`config.mk`:
```
export PLATFORM = sky130hd
export DESIGN_NAME = rom_readback
export DESIGN_NICKNAME = d
export VERILOG_FILES = /design/src/rtl/rom_readback.sv
export SDC_FILE = /design/constraint.sdc
export NUM_CORES = 1
export LEC_CHECK = 0
export ABC_CLOCK_PERIOD_IN_PS = 2900
export BUFFER_PORTS_ARGS = -buffer_cell sky130_fd_sc_hd__buf_4
export CAP_MARGIN = 20
export CORE_AREA = 2 2 168 170
export DETAILED_ROUTE_END_ITERATION = 12
export DIE_AREA = 0 0 170 172
export HOLD_SLACK_MARGIN = 0.05
export PLACE_DENSITY = 0.66
export SYNTH_ARGS = -nofsm -noshare
export SYNTH_HDL_FRONTEND = slang
export SYNTH_SLANG_ARGS = --single-unit
```
`constraint.sdc`:
```
create_clock -name CLK -period 2.9 [get_ports CLK]
set_input_delay 0.145 -clock CLK [delete_from_list [all_inputs] [get_ports CLK]]
set_output_delay 0.145 -clock CLK [all_outputs]
set_load 0.02 [all_outputs]
```
`src/rtl/rom_readback.sv`:
```
// rom_readback: Avalon-MM slave that streams PRG/CHR ROM bytes into a small word FIFO,
// packing little-endian and keeping a 16-bit running checksum for image verification.
module rom_readback #(
   parameter int ROM_LATENCY = 2,
   parameter int FIFO_DEPTH  = 4
) (
   input  logic        CLK,
   input  logic        RESET_N,
   input  logic [1:0]  AVL_ADDR,
   input  logic        AVL_CS,
   input  logic        AVL_READ,
   input  logic        AVL_WRITE,
   input  logic [31:0] AVL_WRITEDATA,
   output logic [31:0] AVL_READDATA,
   output logic [15:0] ROM_ADDR,
   output logic        PRG_ROM_READ,
   output logic        CHR_ROM_READ,
   input  logic [7:0]  ROM_Q
);
   localparam int PTR_W = (FIFO_DEPTH > 1) ? $clog2(FIFO_DEPTH) : 1;
   localparam logic [2:0] WAIT_LAST = (ROM_LATENCY > 1) ? 3'(ROM_LATENCY - 2) : 3'd0;

   typedef enum logic [1:0] {S_IDLE = 2'd0, S_REQ = 2'd1, S_WAIT = 2'd2, S_CAPTURE = 2'd3} state_t;

   function automatic logic [31:0] lane_insert(input logic [31:0] word, input logic [1:0] lane,
                                               input logic [7:0] b);
      logic [31:0] w;
      w = word;
      case (lane)
         2'd0:    w[7:0]   = b;
         2'd1:    w[15:8]  = b;
         2'd2:    w[23:16] = b;
         default: w[31:24] = b;
      endcase
      return w;
   endfunction

   function automatic logic [15:0] csum_add(input logic [15:0] sum, input logic [7:0] b);
      return sum + {8'd0, b};
   endfunction

   function automatic logic [PTR_W-1:0] ptr_inc(input logic [PTR_W-1:0] p);
      return (p == PTR_W'(FIFO_DEPTH - 1)) ? {PTR_W{1'b0}} : p + PTR_W'(1);
   endfunction

   state_t            state_r, state_nx_s;
   logic [15:0]       addr_r, checksum_r;
   logic              sel_r, sel_nx_s, hold_r, done_r, underflow_r;
   logic [16:0]       count_r, remaining_r;
   logic [1:0]        lane_r;
   logic [31:0]       pack_r, readdata_r;
   logic [2:0]        wait_cnt_r;
   logic              prg_read_r, chr_read_r;
   logic [31:0]       mem_r [FIFO_DEPTH];
   logic [PTR_W-1:0]  wr_ptr_r, rd_ptr_r;
   logic [3:0]        level_r;

   logic wr_s, rd_s, ctrl_wr_s, count_wr_s, status_wr_s, data_rd_s;
   logic abort_s, start_s, busy_s, in_cap_s, fifo_full_s, fifo_empty_s;
   logic word_done_s, last_s, cap_push_s, pop_s, done_set_s;
   logic [31:0] cap_word_s, push_word_s, status_s;
   logic unused_s;

   assign wr_s        = AVL_CS & AVL_WRITE;
   assign rd_s        = AVL_CS & AVL_READ;
   assign ctrl_wr_s   = wr_s & (AVL_ADDR == 2'd0);
   assign count_wr_s  = wr_s & (AVL_ADDR == 2'd1);
   assign status_wr_s = wr_s & (AVL_ADDR == 2'd3);
   assign data_rd_s   = rd_s & (AVL_ADDR == 2'd2);
   assign abort_s     = ctrl_wr_s & AVL_WRITEDATA[29];
   assign busy_s      = (state_r != S_IDLE);
   assign start_s     = ctrl_wr_s & AVL_WRITEDATA[30] & ~AVL_WRITEDATA[29] & ~busy_s;
   assign sel_nx_s    = start_s ? AVL_WRITEDATA[31] : sel_r;
   assign unused_s    = ^AVL_WRITEDATA[28:17];

   assign fifo_full_s  = (level_r == 4'(FIFO_DEPTH));
   assign fifo_empty_s = (level_r == 4'd0);
   assign in_cap_s     = (state_r == S_CAPTURE);

   // hold_r marks a completed word parked in pack_r while the FIFO is full
   assign cap_word_s  = lane_insert(pack_r, lane_r, ROM_Q);
   assign word_done_s = hold_r | (lane_r == 2'd3) | (remaining_r == 17'd1);
   assign push_word_s = hold_r ? pack_r : cap_word_s;
   assign last_s      = hold_r ? (remaining_r == 17'd0) : (remaining_r == 17'd1);
   assign cap_push_s  = in_cap_s & word_done_s & ~fifo_full_s & ~abort_s;
   assign done_set_s  = cap_push_s & last_s;
   assign pop_s       = data_rd_s & ~fifo_empty_s;
   assign status_s    = {checksum_r, 5'd0, level_r[2:0], 3'd0, done_r, underflow_r,
                         fifo_full_s, fifo_empty_s, busy_s};

   // Next-state logic for the read sequencer
   always_comb begin
      state_nx_s = state_r;
      if (abort_s) begin
         state_nx_s = S_IDLE;
      end else begin
         case (state_r)
            S_IDLE: begin
               if (start_s && (count_r != 17'd0)) state_nx_s = S_REQ;
               else                               state_nx_s = S_IDLE;
            end
            S_REQ:  state_nx_s = (ROM_LATENCY > 1) ? S_WAIT : S_CAPTURE;
            S_WAIT: begin
               if (wait_cnt_r == WAIT_LAST) state_nx_s = S_CAPTURE;
               else                         state_nx_s = S_WAIT;
            end
            S_CAPTURE: begin
               if (word_done_s && fifo_full_s) state_nx_s = S_CAPTURE;
               else if (last_s)                state_nx_s = S_IDLE;
               else                            state_nx_s = S_REQ;
            end
            default: state_nx_s = S_IDLE;
         endcase
      end
   end

   // State register, wait counter and registered strobes
   always_ff @(posedge CLK or negedge RESET_N) begin
      if (!RESET_N) begin
         state_r    <= S_IDLE;
         wait_cnt_r <= 3'd0;
         prg_read_r <= 1'b0;
         chr_read_r <= 1'b0;
      end else begin
         state_r    <= state_nx_s;
         wait_cnt_r <= ((state_r == S_WAIT) && (state_nx_s == S_WAIT)) ? wait_cnt_r + 3'd1 : 3'd0;
         prg_read_r <= (state_nx_s == S_REQ) &  sel_nx_s;
         chr_read_r <= (state_nx_s == S_REQ) & ~sel_nx_s;
      end
   end

   // Job setup, byte capture, packing and checksum; the sample is taken once per byte
   always_ff @(posedge CLK or negedge RESET_N) begin
      if (!RESET_N) begin
         addr_r <= 16'd0; sel_r <= 1'b0; count_r <= 17'd0; remaining_r <= 17'd0;
         checksum_r <= 16'd0; pack_r <= 32'd0; lane_r <= 2'd0; hold_r <= 1'b0;
      end else if (abort_s) begin
         pack_r <= 32'd0; lane_r <= 2'd0; hold_r <= 1'b0;
      end else if (start_s) begin
         addr_r <= AVL_WRITEDATA[15:0]; sel_r <= AVL_WRITEDATA[31]; remaining_r <= count_r;
         checksum_r <= 16'd0; pack_r <= 32'd0; lane_r <= 2'd0; hold_r <= 1'b0;
      end else if (in_cap_s) begin
         if (!hold_r) begin
            checksum_r  <= csum_add(checksum_r, ROM_Q);
            remaining_r <= remaining_r - 17'd1;
            addr_r      <= addr_r + 16'd1;
         end
         if (word_done_s && fifo_full_s) begin
            pack_r <= push_word_s; hold_r <= 1'b1;
         end else if (word_done_s) begin
            pack_r <= 32'd0; lane_r <= 2'd0; hold_r <= 1'b0;
         end else begin
            pack_r <= cap_word_s; lane_r <= lane_r + 2'd1;
         end
      end else if (count_wr_s && !busy_s) begin
         count_r <= AVL_WRITEDATA[16:0];
      end
   end

   // Sticky flags; a set in the same cycle as a clear wins
   always_ff @(posedge CLK or negedge RESET_N) begin
      if (!RESET_N) begin
         done_r <= 1'b0; underflow_r <= 1'b0;
      end else if (start_s) begin
         done_r <= (count_r == 17'd0); underflow_r <= 1'b0;
      end else begin
         done_r      <= done_set_s | (done_r & ~status_wr_s);
         underflow_r <= (data_rd_s & fifo_empty_s) | (underflow_r & ~status_wr_s);
      end
   end

   // Word FIFO with simultaneous push/pop support
   always_ff @(posedge CLK or negedge RESET_N) begin
      if (!RESET_N) begin
         wr_ptr_r <= {PTR_W{1'b0}}; rd_ptr_r <= {PTR_W{1'b0}}; level_r <= 4'd0;
         for (int i = 0; i < FIFO_DEPTH; i++) mem_r[i] <= 32'd0;
      end else if (abort_s) begin
         wr_ptr_r <= {PTR_W{1'b0}}; rd_ptr_r <= {PTR_W{1'b0}}; level_r <= 4'd0;
      end else begin
         if (cap_push_s) begin
            mem_r[wr_ptr_r] <= push_word_s;
            wr_ptr_r        <= ptr_inc(wr_ptr_r);
         end
         if (pop_s) rd_ptr_r <= ptr_inc(rd_ptr_r);
         case ({cap_push_s, pop_s})
            2'b10:   level_r <= level_r + 4'd1;
            2'b01:   level_r <= level_r - 4'd1;
            default: level_r <= level_r;
         endcase
      end
   end

   // Registered Avalon read data, fixed latency of one cycle
   always_ff @(posedge CLK or negedge RESET_N) begin
      if (!RESET_N) begin
         readdata_r <= 32'd0;
      end else if (rd_s) begin
         case (AVL_ADDR)
            2'd0:    readdata_r <= {sel_r, 15'd0, addr_r};
            2'd1:    readdata_r <= {15'd0, remaining_r};
            2'd2:    readdata_r <= fifo_empty_s ? 32'd0 : mem_r[rd_ptr_r];
            default: readdata_r <= status_s;
         endcase
      end else begin
         readdata_r <= 32'd0;
      end
   end

   assign AVL_READDATA = readdata_r;
   assign ROM_ADDR     = addr_r;
   assign PRG_ROM_READ = prg_read_r;
   assign CHR_ROM_READ = chr_read_r;
endmodule

```
==> results.sh, run 1 <==
export IMPL_outcome="finished, final reports clean"
export IMPL_setup_tns_ns=0
export IMPL_synth_area_leader_cell="dfrtp_1"
export IMPL_vdd_drop_max_mv=0.511
export IMPL_hold_violations=0
export IMPL_tightest_slew_ns=0.889
export IMPL_grt_usage_pct=24.9
export IMPL_synth_edf_count=0
export IMPL_final_cells=1743
export IMPL_cts_made_buffers=30
export IMPL_grt_pass1_vias=9943
export IMPL_core_um2=27500
export IMPL_critPathMaxFanout=5
export IMPL_cts_clk_slew_worst_paths_ns=0.06
export IMPL_via_per_inst=5.90
export IMPL_drt_pass1_iter_count=6
export IMPL_wl_per_cell_um=20.4
export IMPL_avgSynthCellArea_um2=10.7
export IMPL_min_path_type="in2reg"
export IMPL_num_vias=10280
export IMPL_worstSkewPairLatency_ns=0.56
export IMPL_die_y_um=172
export IMPL_fin_worst_skew_ns=0.0236
export IMPL_critPathRequiredTime_ns=3.40
export IMPL_post_route_period_util_pct=92.6
export IMPL_comb_power_share_pct=35.6
export IMPL_drc=0
export IMPL_cts_buffer_depth=3
export IMPL_maxSlewHeadroom_pct=40.5
export IMPL_path_cells="or4_4 -> nor4_4 -> a211o_1 -> nand2_1 -> nand2_1 -> xnor2_1 -> ha_1 -> nor3_1 -> o21ai_0 -> a211o_1 -> nand2_1"
export IMPL_grt_pass1_wl_mm=56.5
export IMPL_start_util_pct=49.4
export IMPL_cts_sinks=279
export IMPL_final_area_um2=16100
export IMPL_met3_usage_pct=3.69
export IMPL_drt_total_wl_mm=35.6
export IMPL_globalplace_congestion=0.869
export IMPL_numPlacedInstances=1663
export IMPL_fill_cells=2333
export IMPL_die_w_um=170
export IMPL_final_max_slew_viol_count=0
export IMPL_synth_seq_cells=279
export IMPL_port_buffer_count=84
export IMPL_root_buffer="clkbuf_16"
export IMPL_p_leak_nw=7.29
export IMPL_cts_tree="done"
export IMPL_critical_path_endpoint_type="flop"
export IMPL_cpPeakStageDelay_ns=0.58
export IMPL_maxCapViolCount=0
export IMPL_antenna_found_initial=0
export IMPL_antenna_cells_inserted=0
export IMPL_p_per_area_nw_per_um2=1030
export IMPL_path_class="reg2reg"
export IMPL_rsz0062_at_grt="false"
export IMPL_synth_cells=1270
export IMPL_critPathLaunchType="flop"
export IMPL_seqPwrFrac_pct=38.4
export IMPL_power_frac_clock_pct=26.0
export IMPL_grt_busiest_layer="met2"
export IMPL_ys_top_cells_by_area="dfrtp_1 51%, a21oi_1 5.5%, mux4_2 5.3%, nor2_1 5.2%, mux2i_1 5.1%"
export IMPL_grt_max_degree=75
export IMPL_use_met2_pct=39.7
export IMPL_synthToLayoutAreaGrowth_pct=18.3
export IMPL_dp_hpwl_mm=23.9
export IMPL_overflow=0
export IMPL_htree_levels=1
export IMPL_nets=1445
export IMPL_std_cell_rows=61
export IMPL_synth_cell_types=63
export IMPL_drt_iter0_markers=841
export IMPL_synth_area_um2=13600
export IMPL_cpMaxStageDelayCell="or4_4"
export IMPL_ant_nets=0
export IMPL_met1_usage_pct=35.7
export IMPL_drive_above_1_share_pct=19.6
export IMPL_power_switching_w=0.00597
export IMPL_async_reset_ff_share_pct=100
export IMPL_switching_share_pct=36.1
export IMPL_synth_fp_nets=1342
export IMPL_synthTopCellsByCount="279 x dfrtp_1, 189 x nor2_1, 150 x a21oi_1"
export IMPL_yosysMostFrequentCell="dfrtp_1"
export IMPL_dieArea_um2=29200
export IMPL_internal_power_w=0.0106
export IMPL_setup_viol=0
export IMPL_critPathMostFrequentCell="nand2_1"
export IMPL_synth_top_cell_area_share_pct=51.4
export IMPL_fin_crit_ns=2.68
export IMPL_fmax_ghz=0.372
export IMPL_synth_flop_cell="dfrtp_1"
export IMPL_io_pins=97
export IMPL_seq_area_frac_synth_pct=51.4
export IMPL_dpl_cell_area_um2=14700
export IMPL_cp_arrival_ns=3.18
export IMPL_yosysWarnings=0
-- cells by family (layout without fill, tap and decap cells) --
family | count (synthesis) | count (layout) | synth area share, %
AO/OA/AOI/OAI | 301 | 301 | 14.7
XOR/XNOR | 36 | 36 | 2.32
adder cells (fa/ha/maj) | 25 | 25 | 2.36
buffers and inverters | 98 | 225 | 3.38
flip-flops | 279 | 279 | 51.4
multiplexers | 118 | 118 | 11.8
AND/OR/NAND/NOR | 413 | 413 | 14.0
-- flip-flops by register name, summed over array words and instances (netlist names), 2 cells and up --
signal and cells:
wr_ptr_r 2, state_r 2, pack_r 32, level_r 4
ROM_ADDR 16, mem_r 128, rd_ptr_r 2, lane_r 2
remaining_r 17, AVL_READDATA 32, wait_cnt_r 3, count_r 17
checksum_r 16
-- worst max-delay path, delay by kind of cell, from the launching register on --
family / cells / cell delay [ns]
flip-flops: 1 / 0.44
adder cells (fa/ha/maj): 1 / 0.20
AND/OR/NAND/NOR: 6 / 1.24
AO/OA/AOI/OAI: 3 / 0.69
XOR/XNOR: 1 / 0.06
-- final timing paths --
| check | slack (ns) | cells after the start | from | to |
|---|---|---|---|---|
| worst max-delay path | 0.22 | 11 | remaining_r[10] | level_r[2] |
| worst min-delay path | 0.07 | 3 | ROM_Q[5] | pack_r[5] |
| worst max register to register | 0.22 | 11 | remaining_r[10] | level_r[2] |
| worst min register to register | 0.48 | 1 | wait_cnt_r[0] | wait_cnt_r[0] |
| max in group asynchronous | 1.86 | 3 | RESET_N | ROM_ADDR[11] |
| min in group asynchronous | 0.13 | 2 | RESET_N | AVL_READDATA[13] |
-- cell usage in the layout, fill, tap and decap left out, drive strengths merged, types with 5 or more instances in the layout --
cell type	netlist	routed
and3	8	8
a211oi	5	5
ha	24	24
dfrtp	279	279
a211o	5	5
nand4	11	11
mux4	32	32
xnor2	19	19
or3	6	6
nor3	16	16
mux2	17	17
xor2	17	17
buf	45	133
a21oi	150	150
dlygate4sd3	0	22
nand2b	9	9
nor4	16	16
bufinv	0	7
a22o	14	14
o221ai	25	25
nor2	189	189
mux2i	69	69
o21a	6	6
a221o	7	7
inv	14	14
clkinv	0	6
nand3	21	21
a31oi	7	7
nand2	112	112
o21ai	52	52
o2bb2ai	8	8
clkbuf	39	41
-- stage by stage --
stage / hold slack [ns] / total power [W] / util, % / setup slack (ns)
after floorplan: -0.151 / 0.0103 / - / 0.428
after global placement: 0.142 / 0.0120 / 53.5 / 0.312
after detailed placement: 0.144 / 0.0122 / 53.5 / 0.249
after CTS: 0.0584 / 0.0166 / 58.4 / 0.226
after global routing: 0.0702 / 0.0176 / 58.4 / 0.0161
final: 0.0718 / 0.0166 / 58.4 / 0.215
-- metal layers --
metal	share of wire, %	up-vias
li1	-	4760
met1	45	5107
met2	46	352
met3	6.2	61
met4	2.8	0
met5	0	-
-- cell type report --
class                      instances  area [µm²]  share of cell area (%)
clock inverter                    15         255                    1.59
sequential                       279        6980                    43.5
timing repair buffer             155        1310                    8.18
multi-input combinational        893        6140                    38.3
tap                              346         433                    2.70
clock buffer                      41         873                    5.44
inverter                          14        52.6                   0.327
-- power by group through the flow --
stage	sequential (W)	combinational [W]	clock (W)
floorplan	0.00610	0.00422	0
global placement	0.00635	0.00568	0
detailed placement	0.00642	0.00581	0
CTS	0.00635	0.00588	0.00436
global route	0.00655	0.00648	0.00454
finish	0.00637	0.00590	0.00430
-- what timing repair did --
action / in CTS / in global routing
buffers inserted: 0 / 2
setup endpoints to repair: 0 / 1
resized for setup: 0 / 0
hold buffers: 22 / 0
hold endpoints to repair: 108 / 0
No activity file was read; power rests on OpenSTA's default activity.
==> run 2: changes to the inputs <==
- CELL_PAD_IN_SITES_DETAIL_PLACEMENT: default -> 1
- CELL_PAD_IN_SITES_GLOBAL_PLACEMENT: default -> 2
- CORE_AREA: 2 2 168 170 -> 2 2 241 243
- DIE_AREA: 0 0 170 172 -> 0 0 243 245
- PLACE_DENSITY: 0.66 -> 0.5
==> run 2 against run 1 <==
  * Via count decreased by 0.98%
  * Sequential power grew 0.8%
  * Sequential cell count is the same
  * Die area increased by 100%
  * Final area increased by 5.1%
  * Register-to-register slack better by 0.06 ns
  * First-iteration DRC count is 38% lower
  * Critical endpoint unchanged
  * Non-clock buffer count is 19 higher
  * Fmax up 2.5%
  * Hold slack improved by 0.0079 ns
  * Critical path depth unchanged
  * Total power rose by 4.0%
==> results.sh, run 2 (synthesized netlist as in run 1, its figures left out) <==
export IMPL_outcome="finished, final reports clean"
export IMPL_multi_input_area_um2=6160
export IMPL_reg2regPathDepth=11
export IMPL_critPathLaunchType="flop"
export IMPL_min_path_type="in2reg"
export IMPL_cpPeakStageDelay_ns=0.59
export IMPL_cp_arrival_ns=3.10
export IMPL_regMostFlops="mem_r"
export IMPL_port_buffer_count=84
export IMPL_p_per_area_nw_per_um2=1020
export IMPL_reg2reg_from="remaining_r[10]"
export IMPL_grt_pass1_vias=10966
export IMPL_cts_sinks=279
export IMPL_post_route_period_util_pct=90.3
export IMPL_start_util_pct=23.8
export IMPL_setup_tns_ns=0
export IMPL_dpl_cell_area_um2=15400
export IMPL_critPathRequiredTime_ns=3.38
export IMPL_layout_area_seq_um2=6980
export IMPL_root_buffer="clkbuf_16"
export IMPL_wl_per_cell_um=21.4
export IMPL_critical_path_endpoint_type="flop"
export IMPL_globalplace_congestion=0.772
export IMPL_synthToLayoutAreaGrowth_pct=24.3
export IMPL_largest_reg_flops=128
export IMPL_vdd_drop_max_mv=0.351
export IMPL_drt_total_wl_mm=46.8
export IMPL_critPathMostFrequentCell="nand2_1"
export IMPL_die_y_um=245
export IMPL_grt_usage_pct=16.1
export IMPL_num_vias=10179
export IMPL_cpMaxStageDelayCell="or4_4"
export IMPL_worstSkewPairLatency_ns=0.56
export IMPL_fill_cells=6401
export IMPL_antenna_found_initial=0
export IMPL_drc=0
export IMPL_overflow=0
export IMPL_setup_viol=0
export IMPL_tightest_slew_ns=0.847
export IMPL_dieArea_um2=59500
export IMPL_final_area_um2=16900
export IMPL_switching_share_pct=38.0
export IMPL_std_cell_rows=88
export IMPL_hold_path_depth=3
export IMPL_core_um2=57000
export IMPL_hold_violations=0
export IMPL_final_max_slew_viol_count=0
export IMPL_antenna_cells_inserted=0
export IMPL_seqPwrFrac_pct=37.2
export IMPL_nets=1471
export IMPL_path_cells="or4_4 -> nor4_4 -> a211o_1 -> nand2_1 -> nand2_1 -> xnor2_1 -> ha_1 -> nor3_1 -> o21ai_0 -> a211o_1 -> nand2_1"
export IMPL_maxSlewHeadroom_pct=43.5
export IMPL_r2r_end="level_r[2]"
export IMPL_die_w_um=243
export IMPL_layout_commonest_cell="dfrtp_1"
export IMPL_maxCapViolCount=0
export IMPL_dp_hpwl_mm=32.3
export IMPL_fin_crit_ns=2.62
export IMPL_total_power_w=0.0172
export IMPL_min_to="pack_r[18]"
export IMPL_drive_above_1_share_pct=21.0
export IMPL_critPathMaxFanout=5
export IMPL_path_class="reg2reg"
export IMPL_via_per_inst=4.65
export IMPL_grt_pass1_wl_mm=72.4
export IMPL_cts_clk_slew_worst_paths_ns=0.06
export IMPL_fin_worst_skew_ns=0.0256
export IMPL_cts_tree="done"
export IMPL_ant_nets=0
export IMPL_htree_levels=2
export IMPL_final_cell_mix="278 x dfrtp_1, 187 x nor2_1, 150 x a21oi_1"
export IMPL_internal_power_w=0.0107
export IMPL_fmax_ghz=0.382
export IMPL_cts_resized=0
export IMPL_p_leak_nw=7.44
export IMPL_rsz0062_at_grt="false"
export IMPL_min_delay_start="ROM_Q[2]"
export IMPL_grt_max_degree=77
export IMPL_drt_iter0_markers=522
export IMPL_drt_pass1_iter_count=6
export IMPL_comb_power_share_pct=36.4
export IMPL_cts_buffer_depth=3
export IMPL_power_switching_w=0.00655
export IMPL_r2r_setup_slack_ns=0.28
export IMPL_power_frac_clock_pct=26.4
export IMPL_cts_made_buffers=37
export IMPL_io_pins=97
==> run 2: cell count changes in the layout (fill, tap and decap cells not counted), sizes merged <==
cell / delta
clkinv: +1
clkbuf: +12
bufinv: -6
buf: +17
dlygate4sd3: +2
==> run 2: how the worst max path moves through the flow <==
stage / startpoint / end / slack (ns)
2_1_floorplan: remaining_r[10] / level_r[2] / 0.43
3_3_place_gp: remaining_r[10] / level_r[2] / 0.26
3_5_place_dp: remaining_r[10] / level_r[2] / 0.26
4_1_cts: remaining_r[10] / level_r[2] / 0.26
5_1_grt: remaining_r[15] / level_r[2] / 0.08
6_report: remaining_r[10] / level_r[2] / 0.28
==> run 2: cell type report <==
cell class / count / area share [%]
sequential: 279 / 41.4
clock buffer: 53 / 6.51
timing repair buffer: 174 / 9.03
tap: 765 / 5.67
clock inverter: 10 / 0.542
inverter: 14 / 0.312
multi-input combinational: 893 / 36.5
==> run 2: through the flow <==
stage                     instances  setup slack, ns  hold WS [ns]  utilization [%]
after floorplan                1270            0.428        -0.151                -
after global placement         2101            0.263         0.207             27.1
after detailed placement       2101            0.264         0.206             27.1
after CTS                      2188            0.255        0.0562             29.6
after global routing           2188           0.0800        0.0874             29.6
final                          2188            0.280        0.0797             29.6
==> run 2: power groups by stage <==
stage | combinational [W] | sequential (W) | clock, W
after detailed placement | 0.00633 | 0.00650 | 0
after CTS | 0.00640 | 0.00644 | 0.00472
after floorplan | 0.00422 | 0.00610 | 0
after global routing | 0.00696 | 0.00663 | 0.00488
after global placement | 0.00625 | 0.00645 | 0
final | 0.00627 | 0.00642 | 0.00455
==> run 2: what timing repair did <==
action | in CTS | in global routing
hold buffers | 24 | 0
setup buffers | 0 | 0
endpoints found under the hold margin | 106 | 0
==> run 2: per-layer routing <==
| metal | wire, µm | share of wire [%] | GRT usage, % |
|---|---|---|---|
| met1 | 22100 | 47 | 21.7 |
| met2 | 22100 | 47 | 26.6 |
| met3 | 1760 | 3.8 | 3.03 |
| met4 | 905 | 1.9 | 4.02 |
| met5 | 0 | 0 | 0 |
==> run 2: worst max-delay path: cells and delay by family (launching register included) <==
kind | cells | cell delay (ns)
fa+ha+maj | 1 | 0.21
compound gates | 3 | 0.64
simple gates | 6 | 1.22
xor+xnor | 1 | 0.07
flops | 1 | 0.42
